<file path="src/rtl/cpu_cmd_sequencer.sv">
// Host-side command issuer: buffers host commands in a small FIFO, paces each one
// through the CPU's cpu_rdy handshake and returns a tagged zero/error/timeout result.
module cpu_cmd_sequencer #(
  parameter int WIDTH   = 8,
  parameter int DEPTH   = 4,
  parameter int TIMEOUT = 64
) (
  input  logic                     clk,
  input  logic                     reset,
  input  logic                     host_valid,
  output logic                     host_ready,
  input  logic [6:0]               host_cmd,
  input  logic [WIDTH-1:0]         host_d1,
  input  logic [WIDTH-1:0]         host_d2,
  input  logic [WIDTH-1:0]         host_d3,
  output logic [6:0]               cmd_in,
  output logic [WIDTH-1:0]         din_1,
  output logic [WIDTH-1:0]         din_2,
  output logic [WIDTH-1:0]         din_3,
  input  logic                     cpu_rdy,
  input  logic                     zero,
  input  logic                     error,
  output logic                     res_valid,
  input  logic                     res_ready,
  output logic [7:0]               res_tag,
  output logic                     res_zero,
  output logic                     res_error,
  output logic                     res_timeout,
  output logic                     busy,
  output logic [$clog2(DEPTH):0]   fifo_count
);

  localparam int AW = $clog2(DEPTH);
  localparam int CW = $clog2(TIMEOUT);
  localparam int EW = 7 + 3 * WIDTH;
  localparam logic [CW-1:0] LAST = CW'(TIMEOUT - 1);

  typedef enum logic [1:0] {IDLE, WAIT_ACK, WAIT_DONE} state_t;

  state_t            state_q, state_d;
  logic [CW-1:0]     cnt_q, cnt_d;
  logic [AW-1:0]     wr_q, rd_q;
  logic [AW:0]       count_q, count_d;
  logic [EW-1:0]     mem_q [DEPTH];
  logic [6:0]        cmd_q, cmd_d;
  logic [WIDTH-1:0]  d1_q, d1_d, d2_q, d2_d, d3_q, d3_d;
  logic              rv_q, rv_d, rz_q, rz_d, re_q, re_d, rt_q, rt_d;
  logic [7:0]        rtag_q, rtag_d, tag_q, tag_d;
  logic              busy_q, busy_d;
  logic              push, pop, full, empty;
  logic [EW-1:0]     head;

  assign full       = (count_q == (AW+1)'(DEPTH));
  assign empty      = (count_q == '0);
  assign host_ready = !full;
  assign push       = host_valid && host_ready;
  // The result slot must be free, or freed this very cycle, before issuing.
  assign pop        = (state_q == IDLE) && !empty && cpu_rdy && (!rv_q || res_ready);
  assign head       = mem_q[rd_q];

  always_comb begin
    count_d = count_q;
    case ({push, pop})
      2'b10:   count_d = count_q + 1'b1;
      2'b01:   count_d = count_q - 1'b1;
      default: count_d = count_q;
    endcase
  end

  always_comb begin
    state_d = state_q;
    cnt_d   = cnt_q;
    cmd_d   = cmd_q;
    d1_d    = d1_q;
    d2_d    = d2_q;
    d3_d    = d3_q;
    rv_d    = rv_q && !res_ready;
    rz_d    = rz_q;
    re_d    = re_q;
    rt_d    = rt_q;
    rtag_d  = rtag_q;
    tag_d   = tag_q;
    case (state_q)
      IDLE: begin
        if (pop) begin
          {cmd_d, d1_d, d2_d, d3_d} = head;
          cnt_d   = '0;
          state_d = WAIT_ACK;
        end
      end
      WAIT_ACK: begin
        if (!cpu_rdy) begin
          cnt_d   = '0;
          state_d = WAIT_DONE;
        end else if (cnt_q == LAST) begin
          state_d = IDLE;
          rv_d = 1'b1; rz_d = 1'b0; re_d = 1'b0; rt_d = 1'b1;
        end else begin
          cnt_d = cnt_q + CW'(1);
        end
      end
      WAIT_DONE: begin
        if (cpu_rdy) begin
          state_d = IDLE;
          rv_d = 1'b1; rz_d = zero; re_d = error; rt_d = 1'b0;
        end else if (cnt_q == LAST) begin
          state_d = IDLE;
          rv_d = 1'b1; rz_d = 1'b0; re_d = 1'b0; rt_d = 1'b1;
        end else begin
          cnt_d = cnt_q + CW'(1);
        end
      end
      default: state_d = IDLE;
    endcase
    // Any return to IDLE retires the command: NOP on the bus, tag posted and advanced.
    if (state_q != IDLE && state_d == IDLE) begin
      cmd_d  = 7'b0000000;
      rtag_d = tag_q;
      tag_d  = tag_q + 8'd1;
    end
    busy_d = (state_d != IDLE);
  end

  always_ff @(posedge clk) begin
    if (push) mem_q[wr_q] <= {host_cmd, host_d1, host_d2, host_d3};
  end

  always_ff @(posedge clk or negedge reset) begin
    if (!reset) begin
      state_q <= IDLE;
      cnt_q   <= '0;
      wr_q    <= '0;
      rd_q    <= '0;
      count_q <= '0;
      cmd_q   <= '0;
      d1_q    <= '0;
      d2_q    <= '0;
      d3_q    <= '0;
      rv_q    <= 1'b0;
      rz_q    <= 1'b0;
      re_q    <= 1'b0;
      rt_q    <= 1'b0;
      rtag_q  <= '0;
      tag_q   <= '0;
      busy_q  <= 1'b0;
    end else begin
      state_q <= state_d;
      cnt_q   <= cnt_d;
      if (push) wr_q <= wr_q + 1'b1;
      if (pop)  rd_q <= rd_q + 1'b1;
      count_q <= count_d;
      cmd_q   <= cmd_d;
      d1_q    <= d1_d;
      d2_q    <= d2_d;
      d3_q    <= d3_d;
      rv_q    <= rv_d;
      rz_q    <= rz_d;
      re_q    <= re_d;
      rt_q    <= rt_d;
      rtag_q  <= rtag_d;
      tag_q   <= tag_d;
      busy_q  <= busy_d;
    end
  end

  assign cmd_in      = cmd_q;
  assign din_1       = d1_q;
  assign din_2       = d2_q;
  assign din_3       = d3_q;
  assign res_valid   = rv_q;
  assign res_zero    = rz_q;
  assign res_error   = re_q;
  assign res_timeout = rt_q;
  assign res_tag     = rtag_q;
  assign busy        = busy_q;
  assign fifo_count  = count_q;

endmodule

</file>
<file path="config.mk">
export PLATFORM = sky130hd
export DESIGN_NAME = cpu_cmd_sequencer
export DESIGN_NICKNAME = d
export VERILOG_FILES = /design/src/rtl/cpu_cmd_sequencer.sv
export SDC_FILE = /design/constraint.sdc
export NUM_CORES = 1
export LEC_CHECK = 0
export CAP_MARGIN = 20
export CORE_ASPECT_RATIO = 0.9
export CORE_UTILIZATION = 50
export CTS_CLUSTER_DIAMETER = 40
export DETAILED_ROUTE_END_ITERATION = 8
export PLACE_DENSITY = 0.85
export SLEW_MARGIN = 20
export SYNTH_ARGS = -nofsm -noshare
export SYNTH_HDL_FRONTEND = slang
export SYNTH_SLANG_ARGS = --single-unit
</file>
<file path="constraint.sdc">
create_clock -name clk -period 2.6 [get_ports clk]
set_input_delay 0.78 -clock clk [delete_from_list [all_inputs] [get_ports clk]]
set_output_delay 0.78 -clock clk [all_outputs]
set_load 0.05 [all_outputs]
</file>
==> metrics.cfg <==
[synthesis]
avgSynthCellArea_sq_um=16.13
yosys_warnings=0
ys_types=46
ys_seq_area_frac=0.7201
synth_edf_count=124
yosys_register_bits=191
synth_mux_area_frac=0.1076
synth-main-ff-cell=edfxtp_1
synth_top_family_by_area=multiplexers
netlist_area_sq_um=7500
synth_fa_ha_area_frac=0.02269
syn-num-nets=516
synth_cells=465
synth_xor_area_frac=0.01518
synth_compound_area_frac=0.04054
ys_async_sr_fraction=0.3508
synth-simple-area-share=0.07708

[detailed_routing]
num_vias=4263
drtPass1Iterations=4
routed_wl_mm=14.38
antenna_left=0
drc=0
via_per_inst=5.417
initialDrtViolationCount=272
wl_per_cell_microns=18.27

[timing]
slew_headroom=0.6359
setup_viol=0
tightestPinTransition_ns=0.5462
period_share=0.9581
whs_ns=0.3251
rsz0062_at_grt=false
fmax_mhz=401.4
fin_crit_ns=2.491
slew_violations=0
hold_viol=0
final.setup_skew_ns=0.01111

[cells_and_area]
instances_no_fill=787
post-route-util=0.6353
drive_above_1_share=0.1885
fin_area_sq_um=9315
diodes=0
final_nets=627
area_delta_synth_final_pct=24.21

[grt]
antenna_found_initial=0
grt_max_degree=38
grt_overflow=0
grt_pass1_wl_mm=23.32
track_usage=0.2070
grt_pass1_vias=4546

[clocking]
post_cts_buffers=0
numCtsBuffers=17
hold_buffers=0
cts-root-buf=clkbuf_16
cts.repair.resized=0
cts_tree=built
clk_pin_slew_ns=0.07
clk_path_buf_depth=2
htree_levels=4
clock-sinks=191
clk_latency_ns=0.43

[worst_setup_path]
endpoint_kind=primary output
crit_required_ns=1.82
cpPeakStageDelay_ns=0.84
r2r_end=fifo_count[2]
slowest_stage=clkdlybuf4s50_1
reg2reg_from=state_q[0]
cp_top_family=buffers and inverters
rrSetupSlack_ns=0.31
crit_start=fifo_count[2]
cp.buffers_inverters=1
rr_worst_depth=10
path_class=flip-flop to primary output
crit_fanout=5
arrival_ns=1.71
path_cells=clkdlybuf4s50_1
startpoint_type=flip-flop

[status]
status=finished, final reports clean

[pwr]
cellPowerDensity_nw_per_um2=1251
p_seq_frac=0.392
power_switching_share=0.3719
p_int_w=0.007319
combPwrFrac=0.396
clockPowerShare=0.212
p_switching_w=0.004334
p_leak_nw=3.530
irDropWorstVdd_mv=0.9452

[floorplan]
coreArea_sq_um=14660
die-area_sq_um=15490
start_util=0.5115
die_y_microns=118.2
rows=42
io_pins=86
die_w_microns=131.1

[run]
max_cap_viol_count=0

[placement]
numPortBuffers=85
placed_cell_area_sq_um=8757
detailed_place_hpwl_mm=9.346
dp_cells=755
place_congestion=0.8340

[worst_hold_path]
hold_path.class=input port to async pin

flip-flops by register name, indices dropped and copies added (netlist names):
register and flops:
mem_q 124, tag_q 8, res_error 1, state_q 2, cnt_q 6, res_zero 1, din_1 8, res_valid 1
din_2 8, cmd_in 7, wr_q 2, busy 1, din_3 8, fifo_count 3, res_tag 8, rd_q 2
res_timeout 1
power groups by stage:
stage	Combinational (W)	Clock [W]	Sequential [W]
2_1_floorplan	0.00209	0	0.00560
3_3_place_gp	0.00452	0	0.00457
3_5_place_dp	0.00464	0	0.00463
4_1_cts	0.00467	0.00252	0.00458
5_1_grt	0.00495	0.00264	0.00466
6_report	0.00462	0.00247	0.00457
cells in the mapped netlist (all sizes together), types with 2 or more instances:
library cell    n  area [sq um]
inv            11         41.29
buf             9         51.30
dfrtp          67          1677
and3            6         37.54
nand3           5         25.02
nand2          99         371.6
o22ai           3         25.02
clkbuf          9         33.78
nand4           2         12.51
a21oi          20         100.1
ha             12         150.1
a221oi          2         17.52
edfxtp        124          3724
o21ai           9         45.04
o21a            2         15.01
xor2            9         78.83
nor3            3         20.02
mux2            9         108.9
xnor2           4         35.03
and2            3         18.77
nand2b          3         18.77
mux4           31         698.2
a32o            2         20.02
nor2            6         30.03
metal layers:
| metal | vias to the layer above | GRT usage | wire length [microns] |
|---|---|---|---|
| li1 | 1943 | - | - |
| met5 | - | 0 | 0 |
| met4 | 0 | 0.07184 | 211 |
| met3 | 21 | 0.05659 | 749 |
| met1 | 2185 | 0.2601 | 5955 |
| met2 | 114 | 0.3446 | 7462 |
cell type report:
cell class,instances,area [sq um]
well taps,198,247.7
multi-input cells,245,1983
fillers,992,5346
inverters,11,41.29
clock buffers,18,429.2
flip-flops and latches,191,5401
clock inverters,14,128.9
repair buffers,110,1084
worst max-delay path by stage:
stage,end,cells after the start
floorplan,fifo_count[2],11
global placement,fifo_count[2],11
detailed placement,fifo_count[2],11
CTS,fifo_count[2],1
global route,fifo_count[2],1
finish,fifo_count[2],1
logic make-up after synthesis:
| group | after synthesis |
|---|---|
| buffers and inverters | 29 |
| XOR/XNOR | 13 |
| AO/OA/AOI/OAI | 46 |
| flip-flops | 191 |
| AND/OR/NAND/NOR | 133 |
| multiplexers | 40 |
| adder cells (fa/ha/maj) | 13 |
placed cells by master, fill, tap and decap left out, drive strengths merged, types with 4 or more instances in the layout:
master and instances:
edfxtp 124, nand2 99, clkdlybuf4s50 83, dfrtp 67, mux4 31, buf 27
a21oi 20, clkbuf 18, inv 17, ha 12, o21ai 9, xor2 9
mux2 9, nor2 6, and3 6, clkinv 6, nand3 5, xnor2 4
stage by stage:
step / TNS [ns] / total power [W] / setup WS (ns)
final: 0 / 0.01165 / 0.1089
after global routing: 0 / 0.01225 / 0.06322
after CTS: 0 / 0.01177 / 0.07979
after detailed placement: -1.274 / 0.009272 / -0.1962
after global placement: -0.6103 / 0.009097 / -0.1481
after floorplan: 0 / 0.007685 / 0.01747
(Power assumes the default switching activity.)
